==> src/rtl/param_stim_pkg.sv <==
// Shared types, pattern-mode constants and next-word arithmetic for param_stim_gen.
package param_stim_pkg;

    typedef enum logic [1:0] {
        ST_IDLE  = 2'd0,
        ST_DRIVE = 2'd1,
        ST_HOLD  = 2'd2,
        ST_DONE  = 2'd3
    } state_e;

    localparam int unsigned MODE_COUNT = 0;
    localparam int unsigned MODE_WALK  = 1;
    localparam int unsigned MODE_LFSR  = 2;

    // Widest supported word; helpers operate at this width and callers truncate.
    localparam int unsigned MAX_WIDTH = 8;
    typedef logic [MAX_WIDTH-1:0] word_t;

    // Mask selecting the low 'width' bits.
    function automatic word_t width_mask(input int unsigned width);
        return word_t'((9'd1 << width) - 9'd1);
    endfunction

    // Maximal-length Fibonacci tap masks (bit positions of the XOR taps).
    function automatic word_t lfsr_taps(input int unsigned width);
        case (width)
            4:       return 8'h0C;
            5:       return 8'h14;
            6:       return 8'h30;
            7:       return 8'h60;
            8:       return 8'hB8;
            default: return 8'h0C;
        endcase
    endfunction

    // First word of a burst; an all-zero LFSR seed would lock up, so it becomes 1.
    function automatic word_t first_word(input int unsigned width,
                                         input int unsigned mode,
                                         input int unsigned seed);
        word_t s;
        s = word_t'(seed) & width_mask(width);
        case (mode)
            MODE_WALK: return 8'd1;
            MODE_LFSR: return (s == 8'd0) ? 8'd1 : s;
            default:   return 8'd0;
        endcase
    endfunction

    // Successor of d under the selected pattern, confined to 'width' bits.
    function automatic word_t next_word(input word_t d,
                                        input int unsigned width,
                                        input int unsigned mode);
        word_t m;
        m = width_mask(width);
        case (mode)
            MODE_WALK: return ((d << 1) | (d >> (width - 1))) & m;
            MODE_LFSR: return {d[MAX_WIDTH-2:0], ^(d & lfsr_taps(width))} & m;
            default:   return (d + 8'd1) & m;
        endcase
    endfunction

endpackage

==> src/rtl/param_stim_pattern.sv <==
// Word register: loads the burst's first word or steps to the next pattern value.
module param_stim_pattern
    import param_stim_pkg::*;
#(
    parameter int unsigned WIDTH = 4,
    parameter int unsigned MODE  = 0,
    parameter int unsigned SEED  = 1
) (
    input  logic             clk,
    input  logic             rst_n,
    input  logic             load_i,
    input  logic             adv_i,
    output logic [WIDTH-1:0] word_o
);

    logic [WIDTH-1:0] word_q;
    logic [WIDTH-1:0] word_d;

    // Load has priority; otherwise hold unless the FSM asks for the next word.
    always_comb begin
        word_d = word_q;
        if (load_i) begin
            word_d = WIDTH'(first_word(WIDTH, MODE, SEED));
        end else if (adv_i) begin
            word_d = WIDTH'(next_word(word_t'(word_q), WIDTH, MODE));
        end
    end

    // Word storage.
    always_ff @(posedge clk or negedge rst_n) begin
        if (!rst_n) begin
            word_q <= '0;
        end else begin
            word_q <= word_d;
        end
    end

    assign word_o = word_q;

endmodule

==> src/rtl/param_stim_gen.sv <==
// Burst transmitter: sends BURST_LEN pattern words over valid/ready with DELAY idle cycles between words.
module param_stim_gen
    import param_stim_pkg::*;
#(
    parameter int unsigned WIDTH     = 4,
    parameter int unsigned BURST_LEN = 8,
    parameter int unsigned DELAY     = 1,
    parameter int unsigned MODE      = 0,
    parameter int unsigned SEED      = 1
) (
    input  logic             clk,
    input  logic             rst_n,
    input  logic             start,
    input  logic             stop,
    input  logic             ready,
    output logic             valid,
    output logic [WIDTH-1:0] data,
    output logic             busy,
    output logic             done
);

    localparam int unsigned CNT_W = (BURST_LEN > 1) ? $clog2(BURST_LEN) : 1;
    localparam int unsigned GAP_W = (DELAY > 1) ? $clog2(DELAY + 1) : 1;
    localparam logic [CNT_W-1:0] LAST_IDX = CNT_W'(BURST_LEN - 1);
    localparam logic [GAP_W-1:0] GAP_LOAD = GAP_W'(DELAY);

    state_e           state_q;
    logic             valid_q;
    logic             busy_q;
    logic             done_q;
    logic [CNT_W-1:0] word_cnt_q;
    logic [GAP_W-1:0] gap_q;
    logic             load_c;
    logic             adv_c;

    // Strobes to the word register, decided from the same state/inputs as the FSM edge.
    always_comb begin
        load_c = 1'b0;
        adv_c  = 1'b0;
        case (state_q)
            ST_IDLE:  load_c = start && !stop;
            ST_DRIVE: adv_c  = !stop && ready && (word_cnt_q != LAST_IDX) && (DELAY == 0);
            ST_HOLD:  adv_c  = !stop && (gap_q <= GAP_W'(1));
            default:  ;
        endcase
    end

    // Burst sequencing: stop beats a same-edge accept; start is only honoured in IDLE.
    always_ff @(posedge clk or negedge rst_n) begin
        if (!rst_n) begin
            state_q    <= ST_IDLE;
            valid_q    <= 1'b0;
            busy_q     <= 1'b0;
            done_q     <= 1'b0;
            word_cnt_q <= '0;
            gap_q      <= '0;
        end else begin
            done_q <= 1'b0;
            case (state_q)
                ST_IDLE: begin
                    if (start && !stop) begin
                        state_q    <= ST_DRIVE;
                        valid_q    <= 1'b1;
                        busy_q     <= 1'b1;
                        word_cnt_q <= '0;
                    end
                end
                ST_DRIVE: begin
                    if (stop) begin
                        state_q    <= ST_IDLE;
                        valid_q    <= 1'b0;
                        busy_q     <= 1'b0;
                        word_cnt_q <= '0;
                        gap_q      <= '0;
                    end else if (ready) begin
                        if (word_cnt_q == LAST_IDX) begin
                            state_q    <= ST_DONE;
                            valid_q    <= 1'b0;
                            busy_q     <= 1'b0;
                            done_q     <= 1'b1;
                            word_cnt_q <= '0;
                        end else begin
                            word_cnt_q <= word_cnt_q + CNT_W'(1);
                            if (DELAY != 0) begin
                                state_q <= ST_HOLD;
                                valid_q <= 1'b0;
                                gap_q   <= GAP_LOAD;
                            end
                        end
                    end
                end
                ST_HOLD: begin
                    if (stop) begin
                        state_q    <= ST_IDLE;
                        valid_q    <= 1'b0;
                        busy_q     <= 1'b0;
                        word_cnt_q <= '0;
                        gap_q      <= '0;
                    end else if (gap_q <= GAP_W'(1)) begin
                        state_q <= ST_DRIVE;
                        valid_q <= 1'b1;
                        gap_q   <= '0;
                    end else begin
                        gap_q <= gap_q - GAP_W'(1);
                    end
                end
                ST_DONE: begin
                    state_q <= ST_IDLE;
                end
                default: begin
                    state_q <= ST_IDLE;
                end
            endcase
        end
    end

    param_stim_pattern #(
        .WIDTH (WIDTH),
        .MODE  (MODE),
        .SEED  (SEED)
    ) u_pattern (
        .clk    (clk),
        .rst_n  (rst_n),
        .load_i (load_c),
        .adv_i  (adv_c),
        .word_o (data)
    );

    assign valid = valid_q;
    assign busy  = busy_q;
    assign done  = done_q;

endmodule

==> config.mk <==
export PLATFORM = sky130hd
export DESIGN_NAME = param_stim_gen
export DESIGN_NICKNAME = d
export VERILOG_FILES = /design/src/rtl/param_stim_pkg.sv /design/src/rtl/param_stim_pattern.sv /design/src/rtl/param_stim_gen.sv
export SDC_FILE = /design/constraint.sdc
export NUM_CORES = 1
export LEC_CHECK = 0
export ABC_AREA = 1
export CORE_UTILIZATION = 54
export CTS_CLUSTER_DIAMETER = 120
export DETAILED_ROUTE_END_ITERATION = 8
export GPL_ROUTABILITY_DRIVEN = 1
export PLACE_DENSITY = 0.91
export REMOVE_ABC_BUFFERS = 1
export SYNTH_ARGS = -nofsm -noshare
export SYNTH_HDL_FRONTEND = slang
export SYNTH_SLANG_ARGS = --single-unit
==> constraint.sdc <==
create_clock -name clk -period 2.75 [get_ports clk]
set_input_delay 0.6875 -clock clk [delete_from_list [all_inputs] [get_ports clk]]
set_output_delay 0.6875 -clock clk [all_outputs]
set_load 0.01 [all_outputs]
---- Yosys cells after proc, flatten, opt, wreduce, memory -nomap -nowiden ----
Cells that the tools add are included.
storage, ports and cells
  flip-flop bits (word level) ............. 13
  bits in latches ......................... 0
  memory bits (writable) .................. 0
  ROM bits ................................ 0
  input port bits ......................... 5
  output and inout port bits .............. 7
  logic and storage cells ................. 71
  memories ................................ 0
cells by class
  add/subtract/negate cells ............... 3
  multipliers ............................. 0
  div/mod/pow operators ................... 0
  $lt $le $gt $ge ......................... 1
  equal/unequal tests ..................... 10
  shift operators ......................... 0
  muxes and demuxes ....................... 38
  bitwise logic cells ..................... 0
  reduce and logical (&&, ||, !) cells .... 12
operators by type and width
  cell                 number
  $mux 1               21
  $mux 3               5
  $ne 3x3->1 const B   4
  $mux 2               5
  $pmux 3 s3           1
  $mux 4               2
  $pmux 2 s4           1
  $reduce_and 4->1     2
  $pmux 1 s3           2
  $reduce_and 3->1     2
  $reduce_and 5->1     1
  $add 4x1->4 const B  1
  $eq 2x2->1 const B   2
  $ne 2x2->1 const B   2
  $reduce_bool 2->1    2
  $add 3x1->3 const B  1
  $eq 3x3->1 const B   1
  $reduce_bool 3->1    1
  $eq 2x1->1 const B   1
  $logic_and 1x1->1    2
  $logic_not 2->1      1
  $pmux 1 s2           1
  $le 1x1->1 const B   1
  $logic_not 1->1      1
  $sub 1x1->1 const B  1

---- Depth between registers and ports, before layout ----
  word-level depth ........................ 5
  gate-level depth with buffers ........... 8
  mapped depth without buffers ............ 8

---- By module ----
From an unflattened synthesis, not the netlist that was laid out.
unflattened totals
  cells, all modules ...................... 90
  area total of the unflattened synthesis .. 719.4 µm²
modules (own cells, without submodules)
  module              instances  cells an instance  area each (µm²)  seq. area each (µm²)
  param_stim_gen      1          66                 518.0            200.2
  param_stim_pattern  1          24                 201.4            100.1

---- Least setup slack after synthesis ----
No wires, ideal clock.
  kind .................................... input to register
  start point ............................. in stop
  end point ............................... reg word_cnt_q[2]
  library setup time ...................... 0.118 ns
  arrival time ............................ 1.163 ns
  setup slack ............................. 1.469 ns
  stages on the path ...................... 8
  buffers on the path ..................... 0
  cells stage by stage .................... inv_2 nand2_2 nand2_2 nand2_1 inv_2 nand2_2 nand2_1 nand2_1
between the ends
  longest elaborated chain between the ends .. 4
  elaborated cells on any way between the ends .. 8
  classes of those cells .................. eq/ne (3); mux (2); reduce/logical (3)
ends and longest elaborated chain
  item                               line                  source
  start: declaration                 param_stim_gen.sv:14  input logic stop,
  $logic_not 1->1                    param_stim_gen.sv:61  if (start && !stop) begin
  $logic_and 1x1->1                  param_stim_gen.sv:61
  $ne 2x2->1 (no source line)        -
  $reduce_and 4->1 (no source line)  -
  end signal: assignment             param_stim_gen.sv:83  word_cnt_q <= word_cnt_q + CNT_W'(1);
  end: declaration                   param_stim_gen.sv:31  logic [CNT_W-1:0] word_cnt_q;
Several ways; a longest one is shown, not always the timed one.
A chain may end at the register's enable or synchronous reset.

---- Final worst setup path ----
  start point ............................. reg u_pattern.word_q[1], in the netlist u_pattern.word_o[1]
  end point ............................... out data[1]
RTL lines
  item                      line                      source
  start: declaration        param_stim_pattern.sv:16  logic [WIDTH-1:0] word_q;
  start signal: assignment  param_stim_pattern.sv:34  word_q <= word_d;
  end: declaration          param_stim_gen.sv:17      output logic [WIDTH-1:0] data,
No word-level cell between the ends.

==> impl_metrics.json <==
{
  "die_area_um2": 1470,
  "slew_violations": 0,
  "setup_viol_count_final": 0,
  "dr.pass1.iters": 4,
  "path_clk_slew_ns": 0.06,
  "rows": 12,
  "clock.fmax_mhz": 525,
  "overflow": 0,
  "initial_core_util": 0.609,
  "finalNonFillerCells": 117,
  "htree_levels": 1,
  "crit_buf_inv": 1,
  "setup_tns_ns": 0,
  "insertion_delay_ns": 0.26,
  "io-pin-count": 12,
  "rsz0062_at_grt": "no",
  "ys_seq_elements": 12,
  "wl_per_cell_um": 10.4,
  "period_share": 0.693,
  "tightestPinTransition_ns": 0.512,
  "io_buffers": 11,
  "hold_class": "reg -> reg",
  "powerDensity_nw_per_um2": 882,
  "crit_fanout": 4,
  "grt_pass1_vias": 543,
  "cts_setup_buffers": 0,
  "fin_nets": 118,
  "numCtsBuffers": 3,
  "endpoint_kind": "primary output",
  "cts_tree": "done",
  "grtUsageTotal": 0.212,
  "drtIter0Drc": 15,
  "cp_data_required_time_ns": 2.06,
  "yosysWarningCount": 0,
  "cts_max_path_buffers": 2,
  "syn-instance-count": 89,
  "status": "finished clean",
  "drive_gt1_frac": 0.126,
  "arrival_ns": 1.22,
  "syn_area_per_cell_um2": 8.01,
  "dr_total_vias": 589,
  "die_w_um": 38.3,
  "path_class": "reg -> out",
  "crit_slowest_cell": "clkdlybuf4s50_1",
  "numPlacedInstances": 114,
  "ys_seq_area_frac": 0.421,
  "drc": 0,
  "area_delta_synth_final_pct": 21.1,
  "post_cts_resized": 0,
  "finalHoldViolCount": 0,
  "cts.sinks": 12,
  "synth_area_um2": 713,
  "cap_violations": 0,
  "critPathLaunchType": "register",
  "cpLargestDelayFamily": "buffers and inverters",
  "dp_hpwl_um": 1030,
  "coreArea_um2": 1170,
  "relSlewSlack": 0.658,
  "ant_nets": 0,
  "final_common_cell": "nand2_1",
  "antenna_found_initial": 0,
  "final_cell_mix": "nand2_1, nor2_1, dfrtp_1",
  "grt_max_degree": 13,
  "fin_skew_ns": 0.00636,
  "via_per_inst": 5.03,
  "worst_path_largest_cell_delay_ns": 0.56,
  "vdd_ir_drop_max_mv": 0.537,
  "worstPathCellList": "clkdlybuf4s50_1",
  "gp_congestion": 0.913,
  "grt_pass1_wl_um": 2130,
  "antennaDiodeCount": 0,
  "wirelength_um": 1210,
  "min_period_ns": 1.90,
  "cts-root-buf": "clkbuf_4",
  "postCtsHoldBufs": 0,
  "die_y_um": 38.3,
  "ys_types": 17,
  "leakage_uw": 0.000478
}
[registers in the layout (all words and copies together), names as in the netlist]
name / count
done: 1
u_pattern.word_o: 4
word_cnt_q: 3
busy: 1
valid: 1
state_q: 2
[Yosys cell counts]
cell / number / share of area
nand2_4: 1 / 0.016
inv_2: 3 / 0.016
nand2_1: 19 / 0.10
a21oi_1: 2 / 0.014
nor2_4: 1 / 0.016
nor2_1: 14 / 0.074
inv_1: 11 / 0.058
o21bai_1: 1 / 0.011
o21ai_0: 4 / 0.028
nand3_2: 1 / 0.014
nand3_1: 4 / 0.028
nor3_1: 1 / 0.0070
o21ai_1: 2 / 0.014
nand4_1: 1 / 0.0088
dfrtp_1: 12 / 0.42
nand2_2: 4 / 0.035
ha_1: 8 / 0.14
[tightest hold or removal path, delay by kind of cell, from the launching register on]
family,cells,cell delay (ns)
and+or+nand+nor,1,0.05
DFF,1,0.34
AOI/OAI and AO/OA,1,0.06
[cell type report]
class,instances,area (µm²)
Sequential cell,12,300
Multi-Input combinational cell,63,360
Timing Repair Buffer,11,110
Inverter,14,52.6
Tap cell,14,17.5
Clock buffer,3,22.5
Fill cell,102,308
[where the power goes]
group,leakage [µW],switching (µW),internal (µW)
Clock,0.0000138,45.9,50.3
Combinational,0.000305,237,166
Sequential,0.000159,34.8,228
Total,0.000478,318,444
[metrics by stage]
stage | instance area [µm²] | worst slack (ns) | hold slack, ns | power (µW) | util
global route | 863 | 0.792 | 0.514 | 849 | 0.737
finish | 863 | 0.845 | 0.491 | 762 | 0.737
detailed placement | 841 | 0.832 | 0.479 | 669 | 0.718
floorplan | 713 | 1.47 | 0.392 | 545 | -
global placement | 841 | 0.896 | 0.473 | 651 | 0.718
CTS | 863 | 0.820 | 0.495 | 770 | 0.737
[metal layers]
| metal | wire length [µm] | GRT usage | vias up |
|---|---|---|---|
| met4 | 0 | 0 | 0 |
| li1 | - | - | 308 |
| met5 | 0 | 0 | - |
| met1 | 507 | 0.229 | 268 |
| met2 | 647 | 0.407 | 13 |
| met3 | 58 | 0.0872 | 0 |
[kinds of logic (layout without fill, tap and decap cells)]
group	count (synthesis)	count (layout)	share of synthesized area
flops	12	12	0.421
fa+ha+maj	8	8	0.140
buf+inv	14	28	0.0737
simple gates	46	46	0.298
compound gates	9	9	0.0667
[worst paths after layout]
kind                                     endpoint  slack, ns                             from  cells past startpoint
setup / recovery                          data[1]       0.85  u_pattern.word_o[1]$_DFFE_PN0P_                      1
hold / removal                  valid$_DFFE_PN0P_       0.49                valid$_DFFE_PN0P_                      2
setup reg to reg                 busy$_DFFE_PN0P_       1.36        word_cnt_q[0]$_DFFE_PN0P_                      8
hold reg to reg                 valid$_DFFE_PN0P_       0.49                valid$_DFFE_PN0P_                      2
max in group asynchronous  state_q[0]$_DFFE_PN0P_       1.64                            rst_n                      1
min in group asynchronous          done$_DFF_PN0_       0.77                            rst_n                      1
Power figures use the tool's default switching activity.
